[config.mk]
export PLATFORM = sky130hd
export DESIGN_NAME = cam_frame_writer
export DESIGN_NICKNAME = d
export VERILOG_FILES = /design/src/rtl/cam_frame_writer.sv
export SDC_FILE = /design/constraint.sdc
export NUM_CORES = 1
export LEC_CHECK = 0
export ABC_AREA = 1
export ABC_CLOCK_PERIOD_IN_PS = 2600
export CORE_MARGIN = 2
export CORE_UTILIZATION = 40
export DETAILED_ROUTE_END_ITERATION = 12
export DONT_BUFFER_PORTS = 1
export PLACE_DENSITY = 0.62
export SLEW_MARGIN = 15
export SYNTH_ARGS = -nofsm -noshare
export SYNTH_HDL_FRONTEND = slang
export SYNTH_SLANG_ARGS = --single-unit
[constraint.sdc]
create_clock -name p_clock -period 2.6 [get_ports p_clock]
set_input_delay 0.39 -clock p_clock [delete_from_list [all_inputs] [get_ports p_clock]]
set_output_delay 0.39 -clock p_clock [all_outputs]
set_load 0.02 [all_outputs]
[src/rtl/cam_frame_writer.sv]
// Frame-buffer writer: converts the RGB888 pixel stream to RGB332 and writes it linearly
// into a single-port frame RAM, aligned to frame boundaries, with frame length checks.
module cam_frame_writer #(
  parameter int H_RES  = 160,
  parameter int V_RES  = 120,
  parameter int ADDR_W = 15
) (
  input  logic              p_clock,
  input  logic              rst,
  input  logic              enable,
  input  logic [23:0]       pixel_data,
  input  logic              pixel_valid,
  input  logic              frame_done,
  output logic [ADDR_W-1:0] mem_addr,
  output logic [7:0]        mem_data,
  output logic              mem_we,
  output logic              frame_ready,
  output logic [ADDR_W:0]   frame_pixels,
  output logic              err_overflow,
  output logic              err_short,
  output logic              busy
);

  localparam logic [ADDR_W:0] FRAME_PIX = (ADDR_W+1)'(H_RES * V_RES);

  typedef enum logic [1:0] {IDLE, SYNC, CAPTURE} state_t;

  state_t            state_q, state_d;
  logic [ADDR_W:0]   wr_cnt_q, wr_cnt_d;
  logic              fd_prev_q;

  logic [ADDR_W-1:0] mem_addr_d;
  logic [7:0]        mem_data_d;
  logic              mem_we_d, frame_ready_d, err_overflow_d, err_short_d;
  logic [ADDR_W:0]   frame_pixels_d;

  logic              fd_rise, pix_ok;
  logic [ADDR_W:0]   cnt_inc;
  logic [7:0]        rgb332;
  logic              unused_pix;

  assign rgb332     = {pixel_data[7:5], pixel_data[15:13], pixel_data[23:22]};
  assign unused_pix = ^{pixel_data[4:0], pixel_data[12:8], pixel_data[21:16]};
  assign fd_rise    = frame_done & ~fd_prev_q;
  // The counter saturates at FRAME_PIX, so the address never wraps.
  assign pix_ok     = pixel_valid && (wr_cnt_q < FRAME_PIX);
  assign cnt_inc    = wr_cnt_q + {{ADDR_W{1'b0}}, pix_ok};

  // NOTE: every output of this block gets a default first, so no path can infer a latch.
  always_comb begin
    state_d        = state_q;
    wr_cnt_d       = wr_cnt_q;
    mem_addr_d     = mem_addr;
    mem_data_d     = mem_data;
    mem_we_d       = 1'b0;
    frame_ready_d  = 1'b0;
    frame_pixels_d = frame_pixels;
    err_overflow_d = err_overflow;
    err_short_d    = err_short;

    if (!enable) begin
      state_d  = IDLE;
      wr_cnt_d = '0;
    end else begin
      case (state_q)
        IDLE: begin
          wr_cnt_d = '0;
          state_d  = SYNC;
        end
        SYNC: begin
          // Wait for a frame boundary so address 0 always holds a frame's first pixel.
          if (frame_done) begin
            state_d  = CAPTURE;
            wr_cnt_d = '0;
          end
        end
        CAPTURE: begin
          if (pixel_valid) begin
            if (pix_ok) begin
              mem_we_d   = 1'b1;
              mem_addr_d = wr_cnt_q[ADDR_W-1:0];
              mem_data_d = rgb332;
            end else begin
              err_overflow_d = 1'b1;
            end
          end
          wr_cnt_d = cnt_inc;
          // A pixel arriving with the closing strobe still belongs to the closing frame.
          if (fd_rise) begin
            frame_pixels_d = cnt_inc;
            frame_ready_d  = (cnt_inc == FRAME_PIX);
            err_short_d    = (cnt_inc < FRAME_PIX);
            wr_cnt_d       = '0;
          end
        end
        default: state_d = IDLE;
      endcase
    end
  end

  // NOTE: sequential state uses non-blocking assignments so all registers update together.
  always_ff @(posedge p_clock) begin
    if (!rst) begin
      state_q      <= IDLE;
      wr_cnt_q     <= '0;
      fd_prev_q    <= 1'b0;
      mem_addr     <= '0;
      mem_data     <= '0;
      mem_we       <= 1'b0;
      frame_ready  <= 1'b0;
      frame_pixels <= '0;
      err_overflow <= 1'b0;
      err_short    <= 1'b0;
      busy         <= 1'b0;
    end else begin
      state_q      <= state_d;
      wr_cnt_q     <= wr_cnt_d;
      fd_prev_q    <= frame_done;
      mem_addr     <= mem_addr_d;
      mem_data     <= mem_data_d;
      mem_we       <= mem_we_d;
      frame_ready  <= frame_ready_d;
      frame_pixels <= frame_pixels_d;
      err_overflow <= err_overflow_d;
      err_short    <= err_short_d;
      busy         <= (state_d == CAPTURE);
    end
  end

endmodule

======== Word-level counts from Yosys, hierarchy flattened ========
Index checks and enable logic that the tools add are counted.
storage, ports and cells
  memory bits (writable) .................. 0
  word-level logic and storage cells ...... 39
  bits in latches ......................... 0
  input bits .............................. 29
  output and inout bits ................... 44
  memories ................................ 0
  flip-flop bits (word level) ............. 63
  memory bits (read-only) ................. 0
operators by class
  multiplexer cells ....................... 7
  bitwise gates (word level) .............. 3
  multipliers ............................. 0
  reductions and logical operators ........ 10
  order comparisons ....................... 2
  eq/ne operators ......................... 5
  shift-type cells ........................ 0
  add/subtract/negate cells ............... 1
  div/mod/pow operators ................... 0
operators with widths
  cell                    number
  $pmux W16 S3            1
  $lt A16 B15 Y1 const B  2
  $mux W16                2
  $add A16 B1 Y16         1
  $eq A16 B15 Y1 const B  1
  $reduce_and A4 Y1       4
  $pmux W2 S3             1
  $eq A2 B2 Y1 const B    2
  $mux W2                 2
  $reduce_and A2 Y1       2
  $reduce_and A3 Y1       1
  $reduce_bool A3 Y1      1
  $eq A2 B1 Y1 const B    1
  $logic_not A2 Y1        1
  $ne A2 B2 Y1 const B    1
  $not A1 Y1              2
  $and A1 B1 Y1           1
  $logic_and A1 B1 Y1     1
  $mux W1                 1

======== Longest topological paths before layout ========
  word-level depth ........................ 5
  depth in mapped cells ................... 17
  depth with buffers taken out ............ 17

======== Worst setup path before layout ========
No wires, ideal clock.
  path kind ............................... register to register
  from .................................... register wr_cnt_q[9]
  to ...................................... register err_short
  buffers on the path ..................... 0
  period minus slack after synthesis ...... 1.978 ns
  stages on the path, launching flop included .. 17
  required time ........................... 2.534 ns
  data arrival time ....................... 1.912 ns
  slack ................................... 0.622 ns
  library setup time ...................... 0.066 ns
  cell sequence ........................... dfxtp_1 nand2_1 a21oi_1 nand4_1 nand2_1 nor2_1 ha_1 ha_1 nand2_1 inv_1 nand3_1 inv_1 nand2_1 nand2_1 o21bai_1 nand2_1 a21oi_2
between the ends
  longest elaborated chain between the ends .. 4
RTL lines
  what                    RTL line  source
  start, declared         29        logic [ADDR_W:0] wr_cnt_q, wr_cnt_d;
  start signal, assigned  117       wr_cnt_q <= wr_cnt_d;
  $lt A16 B15 Y1          46        assign pix_ok = pixel_valid && (wr_cnt_q < FRAME_PIX);
  $logic_and A1 B1 Y1     46
  net pix_ok              37        logic fd_rise, pix_ok;
  $add A16 B1 Y16         47        assign cnt_inc = wr_cnt_q + {{ADDR_W{1'b0}}, pix_ok};
  $lt A16 B15 Y1          92        err_short_d = (cnt_inc < FRAME_PIX);
  end signal, assigned    125       err_short <= err_short_d;
  end, declared           20        output logic err_short,
The timed path passes the listed nets, and every way through them passes these cells.
A chain may end at the register's enable or synchronous reset.

======== Worst setup path in the final report ========
  from .................................... register wr_cnt_q[8]
  to ...................................... register frame_ready
between the ends
  longest elaborated chain between the ends .. 4
RTL lines
  what                  RTL line  source
  $lt A16 B15 Y1        46
  $logic_and A1 B1 Y1   46
  net pix_ok            37
  $add A16 B1 Y16       47
  $eq A16 B15 Y1        91        frame_ready_d = (cnt_inc == FRAME_PIX);
  end signal, assigned  122       frame_ready <= frame_ready_d;
  end, declared         17        output logic frame_ready,
The timed path passes the listed nets, and every way through them passes these cells.

==> flow_summary.ini <==
[placed_design]
dp_hpwl_mm = 4.35
pre_cts_slack_ps = 227
numPortBuffers = 0
gp_congestion = 0.864

[critical_path]
path_depth = 14
reg2reg_depth = 14
critPathLaunch = wr_cnt_q[8]
cp_top_family = simple AND/OR/NAND/NOR gates
reg2reg_slack_ps = 240
cpMostUsedCell = nand2_1
crit_path_end = frame_ready
cp-start-kind = register
worstPathArrival_ps = 2630
endpoint_kind = register
r2r_end = frame_ready
cp_num_buf_inv = 1
crit_type = register to register
r2r_start = wr_cnt_q[8]
slowest_stage = dfxtp_1
cp_cell_sequence = nand2_1 > a21oi_1 > nand4_1 > nand2_1 > nor2_1 > ha_1 > ha_1 > nand2_1 > inv_1 > nand2_1 > xor2_1 > and3_1 > nand3b_1 > nor2_1
cpPeakStageDelay_ps = 400
cp.required_ps = 2880
cp_max_fo = 5

[yosys]
synth_warnings = 0
avgSynthCellArea_um2 = 7.41
synth_seq_cells = 63
netlist.area_leader.share_pct = 44.9
yosysSeqAreaShare_pct = 44.9
yosysTopAreaCell = dfxtp_1
synthCells = 379
ys_top_cells_by_area = dfxtp_1, nand2_1, inv_1, a21oi_1, o21ai_0
syn_nets = 410
syn_area_um2 = 2810
synth_cell_types = 36

[clock_tree]
cts_hold_buf = 0
root_buffer = clkbuf_8
cts_buffers = 9
cts_max_path_buffers = 2
ctsResizeCount = 0
postCtsSetupRepairBufs = 0
clk-insertion-delay-late_ps = 340
cts_tree = yes
h-tree-depth = 3
clk_pin_slew_ps = 70
cts_sinks = 63

[routing]
drt_pre_antenna_iters = 5
wl_per_cell_um = 12.7
drt-initial-drc-count = 147
vias_per_cell = 4.79
drtAntennaViolNets = 0
finalWirelength_mm = 6.17
drc = 0
vias = 2325

[global_routing]
track_usage_pct = 16.7
overflow = 0
antenna_found_initial = 0
grt_pass1_wl_mm = 9.76
grt_pass1_vias = 2069
grt_max_degree = 48

[power]
p_leak_nw = 1.21
power.density_nw_per_um2 = 618
peakVddDrop_mv = 0.391

[worst_hold_path]
min_path_type = primary input to register

[floorplan]
placement_rows = 30
fp.dieW_um = 87.8
coreArea_um2 = 6790
die_y_um = 87.8
dieArea_um2 = 7710
num_io_pins = 73
start_util_pct = 41.3

[sta]
max_freq_mhz = 424
final.min_clock_period_ps = 2360
fin_crit_sh_pct = 90.7
tns_ps = 0
setup_viol = 0
rsz0062_at_grt = false
hold_ws_ps = 143
hold_viol_final = 0
fin_ws_ps = 243
finalClockSkew_ps = 5.69
worstMarginPinSlew_ps = 689
drv_slew = 0
slew_headroom_pct = 54.0

[final_layout]
drive_gt1_share_pct = 11.1
n_antenna_cell = 0
mostFrequentLayoutCells = nand2_1, inv_1, dfxtp_1
final_common_cell = nand2_1
nets = 415
synthToLayoutAreaGrowth_pct = 10.5

[run_status]
status = complete, no violations

[run]
max_cap_viol_count = 0
-- logic make-up after synthesis --
kind of cell	Yosys count	synth area share (%)
and+or+nand+nor	135	22.1
AOI/OAI and AO/OA	92	17.9
buffers and inverters	81	12.3
DFF	63	44.9
xor gates and xnor gates	6	1.87
adders and majority gates	2	0.891
-- stage by stage --
step                power (W)  instance area [um^2]  util, %  cells
floorplan             0.00104                  2810        -    379
global placement      0.00104                  2900     42.6    469
detailed placement    0.00104                  2900     42.6    469
CTS                   0.00194                  3100     45.7    485
global route          0.00199                  3100     45.7    485
finish                0.00192                  3100     45.7    485
-- cell usage after synthesis --
cell and count:
nor3_4 1, buf_1 1, a2bb2oi_1 1, inv_2 2
and3_1 1, nand2_2 3, o21ai_1 4, o21bai_1 1
nand2_1 71, nor2_2 5, ha_1 2, buf_2 4
xnor2_1 1, nand3b_1 1, a21oi_1 46, buf_6 5
dfxtp_1 63, o211ai_1 8, nand3_2 3, a21oi_2 1
clkbuf_1 5, nor3_2 1, nand3_1 14, nor3_1 2
nor2_1 22, a211oi_1 2, o21ai_2 1, or2_1 1
or2_2 2, xor2_1 5, o21ai_0 27, o21a_1 1
and2_1 1, nand4_1 6, or2_4 1, inv_1 64
-- area by class of cell --
type                            instances  area, um^2
Clock buffer                           12         135
Tap cell                               96         120
Multi-Input combinational cell        235        1200
Inverter                               66         248
Sequential cell                        63        1260
Fill cell                             682        3690
Timing Repair Buffer                    9        67.6
Clock inverter                          4        70.1
-- worst min path at each step --
stage	startpoint	endpoint	slack (ps)	cells after the start
after floorplan	wr_cnt_q[0]	wr_cnt_q[0]	460	2
after global placement	wr_cnt_q[15]	wr_cnt_q[15]	480	2
after detailed placement	wr_cnt_q[15]	wr_cnt_q[15]	490	2
after CTS	frame_done	fd_prev_q	130	2
after global routing	rst	frame_pixels[14]	150	2
final	frame_done	fd_prev_q	140	2
-- metal layers --
metal  routed length, um  up-vias  track usage, %
met2                2530       82            23.3
met4                 111        0            5.87
met5                   0        -               0
met1                2930     1015            22.3
li1                    -     1219               -
met3                 592        9            8.11
-- where the power goes --
part | switching (W) | total [W] | internal, W
Clock | 0.000359 | 0.000897 | 0.000538
Sequential | 0.0000106 | 0.000983 | 0.000972
Combinational | 0.0000269 | 0.0000395 | 0.0000126
-- sequential cells by signal, indices dropped and copies added, names as in the netlist, 2 cells and up --
signal / cells
frame_pixels: 16
wr_cnt_q: 16
mem_addr: 15
mem_data: 8
state_q: 2
Note: power is estimated with default switching activity, not from simulation.
